$ cat config.mk
export PLATFORM = sky130hd
export DESIGN_NAME = dm_port_arbiter
export DESIGN_NICKNAME = d
export VERILOG_FILES = /design/src/rtl/dm_arb_pkg.sv /design/src/rtl/dm_arb_wait_cnt.sv /design/src/rtl/dm_port_arbiter.sv
export SDC_FILE = /design/constraint.sdc
export NUM_CORES = 1
export LEC_CHECK = 0
export BUFFER_PORTS_ARGS = -buffer_cell sky130_fd_sc_hd__buf_2
export CORE_MARGIN = 2
export CORE_UTILIZATION = 43
export DETAILED_ROUTE_END_ITERATION = 10
export GPL_TIMING_DRIVEN = 0
export PLACE_DENSITY_LB_ADDON = 0.2
export SLEW_MARGIN = 0
export SYNTH_ARGS = -nofsm -noshare
export SYNTH_HDL_FRONTEND = slang
export SYNTH_SLANG_ARGS = --single-unit
$ cat constraint.sdc
create_clock -name clk -period 2.7 [get_ports clk]
set_clock_uncertainty 0.1 [all_clocks]
set_input_delay 0.405 -clock clk [delete_from_list [all_inputs] [get_ports clk]]
set_output_delay 0.405 -clock clk [all_outputs]
set_load 0.1 [all_outputs]
$ cat src/rtl/dm_arb_pkg.sv
// Shared definitions for the data-memory port arbiter: FSM state encoding
// and the default widths / starvation threshold.
package dm_arb_pkg;

    typedef enum logic [1:0] {
        ST_IDLE  = 2'd0,
        ST_PEND  = 2'd1,
        ST_RWAIT = 2'd2,
        ST_RESP  = 2'd3
    } arb_state_e;

    localparam int DM_AW_DEF       = 8;
    localparam int DM_DW_DEF       = 32;
    localparam int DM_MAX_WAIT_DEF = 15;
    localparam int WAIT_CNT_W      = 8;

endpackage

$ cat src/rtl/dm_arb_wait_cnt.sv
// Saturating pending-cycle counter with threshold compare for the host
// starvation flag. Only part of the build when DM_ARB_STARVE_EN is defined.
`ifdef DM_ARB_STARVE_EN
module dm_arb_wait_cnt
    import dm_arb_pkg::*;
#(
    parameter int MAX_WAIT = DM_MAX_WAIT_DEF
) (
    input  logic clk,
    input  logic reset,
    input  logic clr_i,
    input  logic inc_i,
    output logic reached_o
);

    localparam int                    THRESH_I = (MAX_WAIT > 255) ? 255 : MAX_WAIT;
    localparam logic [WAIT_CNT_W-1:0] THRESH   = THRESH_I[WAIT_CNT_W-1:0];

    logic [WAIT_CNT_W-1:0] cnt_q, cnt_d;

    // Next count: clear outside PEND, otherwise count unissued cycles up to all-ones.
    always_comb begin
        cnt_d = cnt_q;
        if (clr_i) begin
            cnt_d = '0;
        end else if (inc_i && (cnt_q != '1)) begin
            cnt_d = cnt_q + 1'b1;
        end
    end

    // Count register.
    always_ff @(posedge clk or posedge reset) begin
        if (reset) cnt_q <= '0;
        else       cnt_q <= cnt_d;
    end

    assign reached_o = (cnt_q >= THRESH);

endmodule
`endif

$ cat src/rtl/dm_port_arbiter.sv
// Data-memory port arbiter: CPU strobes always own the RAM ports; a host
// request is latched and slotted into the first cycle its port is free.
// Optional feature macro: DM_ARB_STARVE_EN (host_starve flag + wait counter).
module dm_port_arbiter
    import dm_arb_pkg::*;
#(
    parameter int AW       = DM_AW_DEF,
    parameter int DW       = DM_DW_DEF,
    parameter int MAX_WAIT = DM_MAX_WAIT_DEF
) (
    input  logic          clk,
    input  logic          reset,
    input  logic          cpu_rden,
    input  logic [AW-1:0] cpu_rdaddr,
    output logic [DW-1:0] cpu_rdata,
    input  logic          cpu_wren,
    input  logic [AW-1:0] cpu_wraddr,
    input  logic [DW-1:0] cpu_wdata,
    input  logic          host_req,
    input  logic          host_we,
    input  logic [AW-1:0] host_addr,
    input  logic [DW-1:0] host_wdata,
    output logic          host_ack,
    output logic          host_rvalid,
    output logic [DW-1:0] host_rdata,
    output logic          host_starve,
    output logic          busy,
    output logic          mem_rden,
    output logic [AW-1:0] mem_rdaddr,
    input  logic [DW-1:0] mem_q,
    output logic          mem_wren,
    output logic [AW-1:0] mem_wraddr,
    output logic [DW-1:0] mem_wdata
);

    if (MAX_WAIT < 1) begin : g_bad_max_wait
        $error("dm_port_arbiter: MAX_WAIT must be at least 1");
    end

    arb_state_e    state_q, state_d;
    logic          req_we_q, req_we_d;
    logic [AW-1:0] req_addr_q, req_addr_d;
    logic [DW-1:0] req_wdata_q, req_wdata_d;
    logic [DW-1:0] rdata_q, rdata_d;
    logic          wr_issue, rd_issue, rd_conflict;

    // FSM next state, request latch, read capture and issue decisions.
    always_comb begin
        state_d     = state_q;
        req_we_d    = req_we_q;
        req_addr_d  = req_addr_q;
        req_wdata_d = req_wdata_q;
        rdata_d     = rdata_q;
        wr_issue    = 1'b0;
        rd_issue    = 1'b0;
        // A CPU write to the address we want to read must land first.
        rd_conflict = cpu_wren && (cpu_wraddr == req_addr_q);
        case (state_q)
            ST_IDLE: begin
                if (host_req) begin
                    req_we_d    = host_we;
                    req_addr_d  = host_addr;
                    req_wdata_d = host_wdata;
                    state_d     = ST_PEND;
                end
            end
            ST_PEND: begin
                if (req_we_q) begin
                    if (!cpu_wren) begin
                        wr_issue = 1'b1;
                        state_d  = ST_IDLE;
                    end
                end else if (!cpu_rden && !rd_conflict) begin
                    rd_issue = 1'b1;
                    state_d  = ST_RWAIT;
                end
            end
            ST_RWAIT: begin
                rdata_d = mem_q;
                state_d = ST_RESP;
            end
            ST_RESP: begin
                state_d = ST_IDLE;
            end
            default: begin
                state_d = ST_IDLE;
            end
        endcase
    end

    // State, latched request and host read data registers.
    always_ff @(posedge clk or posedge reset) begin
        if (reset) begin
            state_q     <= ST_IDLE;
            req_we_q    <= 1'b0;
            req_addr_q  <= '0;
            req_wdata_q <= '0;
            rdata_q     <= '0;
        end else begin
            state_q     <= state_d;
            req_we_q    <= req_we_d;
            req_addr_q  <= req_addr_d;
            req_wdata_q <= req_wdata_d;
            rdata_q     <= rdata_d;
        end
    end

    // RAM port muxing: CPU first, then an issuing host access, else quiet.
    always_comb begin
        mem_rden   = 1'b0;
        mem_rdaddr = '0;
        mem_wren   = 1'b0;
        mem_wraddr = '0;
        mem_wdata  = '0;
        if (cpu_rden) begin
            mem_rden   = 1'b1;
            mem_rdaddr = cpu_rdaddr;
        end else if (rd_issue) begin
            mem_rden   = 1'b1;
            mem_rdaddr = req_addr_q;
        end
        if (cpu_wren) begin
            mem_wren   = 1'b1;
            mem_wraddr = cpu_wraddr;
            mem_wdata  = cpu_wdata;
        end else if (wr_issue) begin
            mem_wren   = 1'b1;
            mem_wraddr = req_addr_q;
            mem_wdata  = req_wdata_q;
        end
    end

    assign cpu_rdata   = mem_q;
    assign host_ack    = wr_issue | rd_issue;
    assign host_rvalid = (state_q == ST_RESP);
    assign host_rdata  = rdata_q;
    assign busy        = (state_q != ST_IDLE);

`ifdef DM_ARB_STARVE_EN
    logic wait_reached;

    dm_arb_wait_cnt #(
        .MAX_WAIT (MAX_WAIT)
    ) u_wait_cnt (
        .clk       (clk),
        .reset     (reset),
        .clr_i     (state_q != ST_PEND),
        .inc_i     ((state_q == ST_PEND) && !host_ack),
        .reached_o (wait_reached)
    );

    assign host_starve = (state_q == ST_PEND) && wait_reached;
`else
    assign host_starve = 1'b0;
`endif

endmodule
======== Word level (Yosys, flattened, before mapping) ========
Cells that the tools add are included.
W data, S select, Z words.
storage, ports and cells
  flip-flop bits (word level) ............. 75
  input bits .............................. 126
cells by class
  eq/ne operators ......................... 7
  bitwise operators ....................... 1
  reduce and logical (&&, ||, !) cells .... 8
  multiplexer cells ....................... 21
operators with widths
  cell                  number
  $mux W32              2
  $mux W8               4
  $mux W1               10
  $eq A8 B8 Y1          1
  $mux W2               4
  $pmux W2 S4           1
  $ne A3 B3 Y1 const B  2
  $eq A2 B2 Y1 const B  2
  $reduce_and A3 Y1     1
  $eq A2 B1 Y1 const B  1
  $logic_and A1 B1 Y1   2
  $logic_not A1 Y1      2
  $logic_not A2 Y1      1
  $ne A2 B2 Y1 const B  1
  $reduce_and A2 Y1     1
  $reduce_bool A2 Y1    1
  $or A1 B1 Y1          1

======== Logic depth before layout (Yosys ltp) ========
  word-level depth ........................ 9
  mapped depth ............................ 5
  mapped depth without buffers ............ 4

======== Worst setup path before layout ========
Ideal clock, no wire load.
  path type ............................... register -> output
  from .................................... register with a tool-made name
  to ...................................... output port mem_rdaddr[6]
  arrival ................................. 3.074 ns
  slack ................................... -0.879 ns
  buffers on the path ..................... 0
  stages on the path, launching flop included .. 5
  cells stage by stage .................... dfrtp_1 > nand2b_1 > nor3_4 > nand2_1 > o21ai_0
RTL lines
  item              RTL line               text
  end: declaration  dm_port_arbiter.sv:29  output logic [AW-1:0] mem_rdaddr,

==> results.py <==
metrics = {
    "outcome": {
        "outcome": "complete, no violations",
    },
    "cells_and_area": {
        "synthToLayoutAreaGrowth_pct": 46.6,
        "stdcell_count": 667,
        "utilization_pct": 64.5,
        "num_antenna_cells": 0,
        "drive_gt1_share_pct": 61.5,
        "nets": 682,
    },
    "clock_tree": {
        "numCtsBuffers": 9,
        "root_buffer": "clkbuf_8",
        "cts_tree": "done",
        "clkLatencyLatePin_ps": 330,
        "post_cts_buffers": 0,
        "clkTransAtPathRegs_ps": 80,
        "clkSinkCount": 75,
        "cts_max_level": 3,
        "clockBufferDepth": 2,
    },
    "grt": {
        "grt_pass1_vias": 3404,
        "grt-ovfl-total": 0,
        "grt_pass1_wl_mm": 16.0,
        "grt_max_degree": 70,
        "antenna_found_initial": 0,
        "grt.total_usage_pct": 20.9,
    },
    "setup_path": {
        "endpoint_kind": "primary output",
        "arrival_ps": 2090,
        "cp_max_fo": 10,
        "path_class": "reg -> out",
        "cp.required_ps": 2190,
        "start_kind": "flip-flop",
        "crit_family": "simple AND/OR/NAND/NOR gates",
        "crit_chain": "nand2b_1 -> nor3_4 -> nand2_1 -> o21ai_2 -> buf_2",
        "slowest_stage": "dfrtp_1",
        "crit_buf_inv": 1,
        "max_stage_delay_ps": 430,
    },
    "sta": {
        "fmax_ghz": 0.385,
        "finalCritPeriodShare_pct": 96.2,
        "finalCriticalPeriod_ps": 2600,
        "hold_viol_final": 0,
        "setup_violations": 0,
        "setup_ws_ps": 102,
        "tightest_slew_ps": 607,
        "holdWs_ps": 182,
        "slew_headroom_pct": 59.5,
        "rsz0062_at_grt": "false",
        "maxSlewViolCount": 0,
    },
    "place": {
        "dp_hpwl_mm": 8.08,
        "dp_cells": 652,
        "io_buffers": 241,
        "pre_cts_ws_ps": 224,
        "gp_congestion": 0.835,
    },
    "floorplan": {
        "num_rows": 34,
        "start_util_pct": 44.0,
        "die_y_um": 98.0,
        "io_pins": 244,
        "coreArea_um2": 8640,
        "die_area_um2": 9600,
        "die_w_um": 98.0,
    },
    "drt": {
        "drcViolationCount": 0,
        "ant_nets": 0,
        "vias_per_cell": 4.90,
        "via_count": 3270,
        "dr.first_iter.drc_count": 44,
        "wl_per_cell_um": 15.2,
        "finalWirelength_mm": 10.1,
        "drt-pass1-iter-count": 4,
    },
    "hold_path": {
        "hold_path_class": "in -> reg",
    },
    "yosys": {
        "netlist_instances": 302,
        "synthesis.nets": 428,
        "ys_warn_count": 0,
        "syn_area_um2": 3800,
        "avgSynthCellArea_um2": 12.6,
        "synth-seq-cells": 75,
        "synth_seq_area_share_pct": 49.4,
        "synth_cell_types": 32,
    },
    "flow_run": {
        "max_cap_viol_count": 0,
    },
}
cell type report:
cell class | count | area [um^2]
Fill cell | 745 | 3070
Sequential cell | 75 | 1880
Multi-Input combinational cell | 170 | 1550
Timing Repair Buffer | 243 | 1350
Buffer | 52 | 405
Tap cell | 108 | 135
Clock buffer | 9 | 124
Clock inverter | 5 | 104
Inverter | 5 | 21.3
stage by stage:
step | TNS, ps | cell area (um^2)
2_1_floorplan | -139 | 3830
3_3_place_gp | -45940 | 5170
3_5_place_dp | 0 | 5200
4_1_cts | 0 | 5480
5_1_grt | 0 | 5570
6_report | 0 | 5570
registers in the layout (all words and copies together), names as in the netlist, named ones only:
register / count
req_we_q: 1
state_q: 1
req_wdata_q: 32
req_addr_q: 8
host_rdata: 32
placed cells by master (no fill, tap or decap), drive strengths merged, types with 2 or more instances in the layout:
cell and count:
dfrtp 75, a22o 40, nand2 18, xnor2 8, buf 259, clkbuf 44
nor2 5, bufinv 3, mux2 72, or2 2, o21ai 10, inv 5
nor3 3, nor2b 2, clkinv 2
synthesized netlist by cell type, drive strengths merged:
| cell type | instances | area [um^2] |
|---|---|---|
| nor3 | 3 | 31.3 |
| mux2 | 72 | 811 |
| buf | 47 | 379 |
| nand3 | 1 | 5.00 |
| xnor2 | 8 | 70.1 |
| nor4 | 1 | 6.26 |
| a22o | 40 | 350 |
| o21bai | 1 | 7.51 |
| dfrtp | 75 | 1880 |
| clkbuf | 5 | 18.8 |
| or2 | 2 | 15.0 |
| o22ai | 1 | 6.26 |
| nor2b | 2 | 12.5 |
| inv | 5 | 18.8 |
| o31ai | 1 | 7.51 |
| nand2b | 1 | 6.26 |
| nor2 | 5 | 35.0 |
| a21o | 1 | 7.51 |
| conb | 1 | 3.75 |
| nand4 | 1 | 6.26 |
| o21ai | 10 | 50.1 |
| nand2 | 18 | 67.6 |
| and2 | 1 | 6.26 |
kinds of logic after synthesis:
logic type,synth area share [%]
mux,21.3
compound gates,11.3
flops,49.4
other cells,0.0987
xor+xnor,1.84
buf+inv,11.0
simple gates,5.04
per-layer routing:
metal / share of wire (%) / track usage [%]
met1: 39 / 24.0
met2: 51 / 37.0
met3: 8.1 / 5.87
met4: 1.8 / 7.69
met5: 0 / 0
repair_timing:
item	in CTS	in global routing
gates resized for setup	13	39
endpoints found under the hold margin	6	0
setup endpoints to repair	40	37
hold buffers	1	0
gates cloned	0	0
worst paths after layout:
check,from,end,slack [ps],cells past startpoint
setup / recovery,flip-flop,mem_rdaddr[0],100,5
hold / removal,host_wdata[9],req_wdata_q[9]$_DFFE_PP0P_,180,2
setup reg to reg,flip-flop,req_wdata_q[6]$_DFFE_PP0P_,1060,4
hold reg to reg,host_rdata[3]$_DFFE_PP0P_,host_rdata[3]$_DFFE_PP0P_,390,1
max in group asynchronous,reset,host_rdata[15]$_DFFE_PP0P_,1560,4
min in group asynchronous,reset,host_rdata[7]$_DFFE_PP0P_,390,3
Power is not shown: default switching activity piles up to over one toggle a cycle in this logic, so the estimate is an artifact.
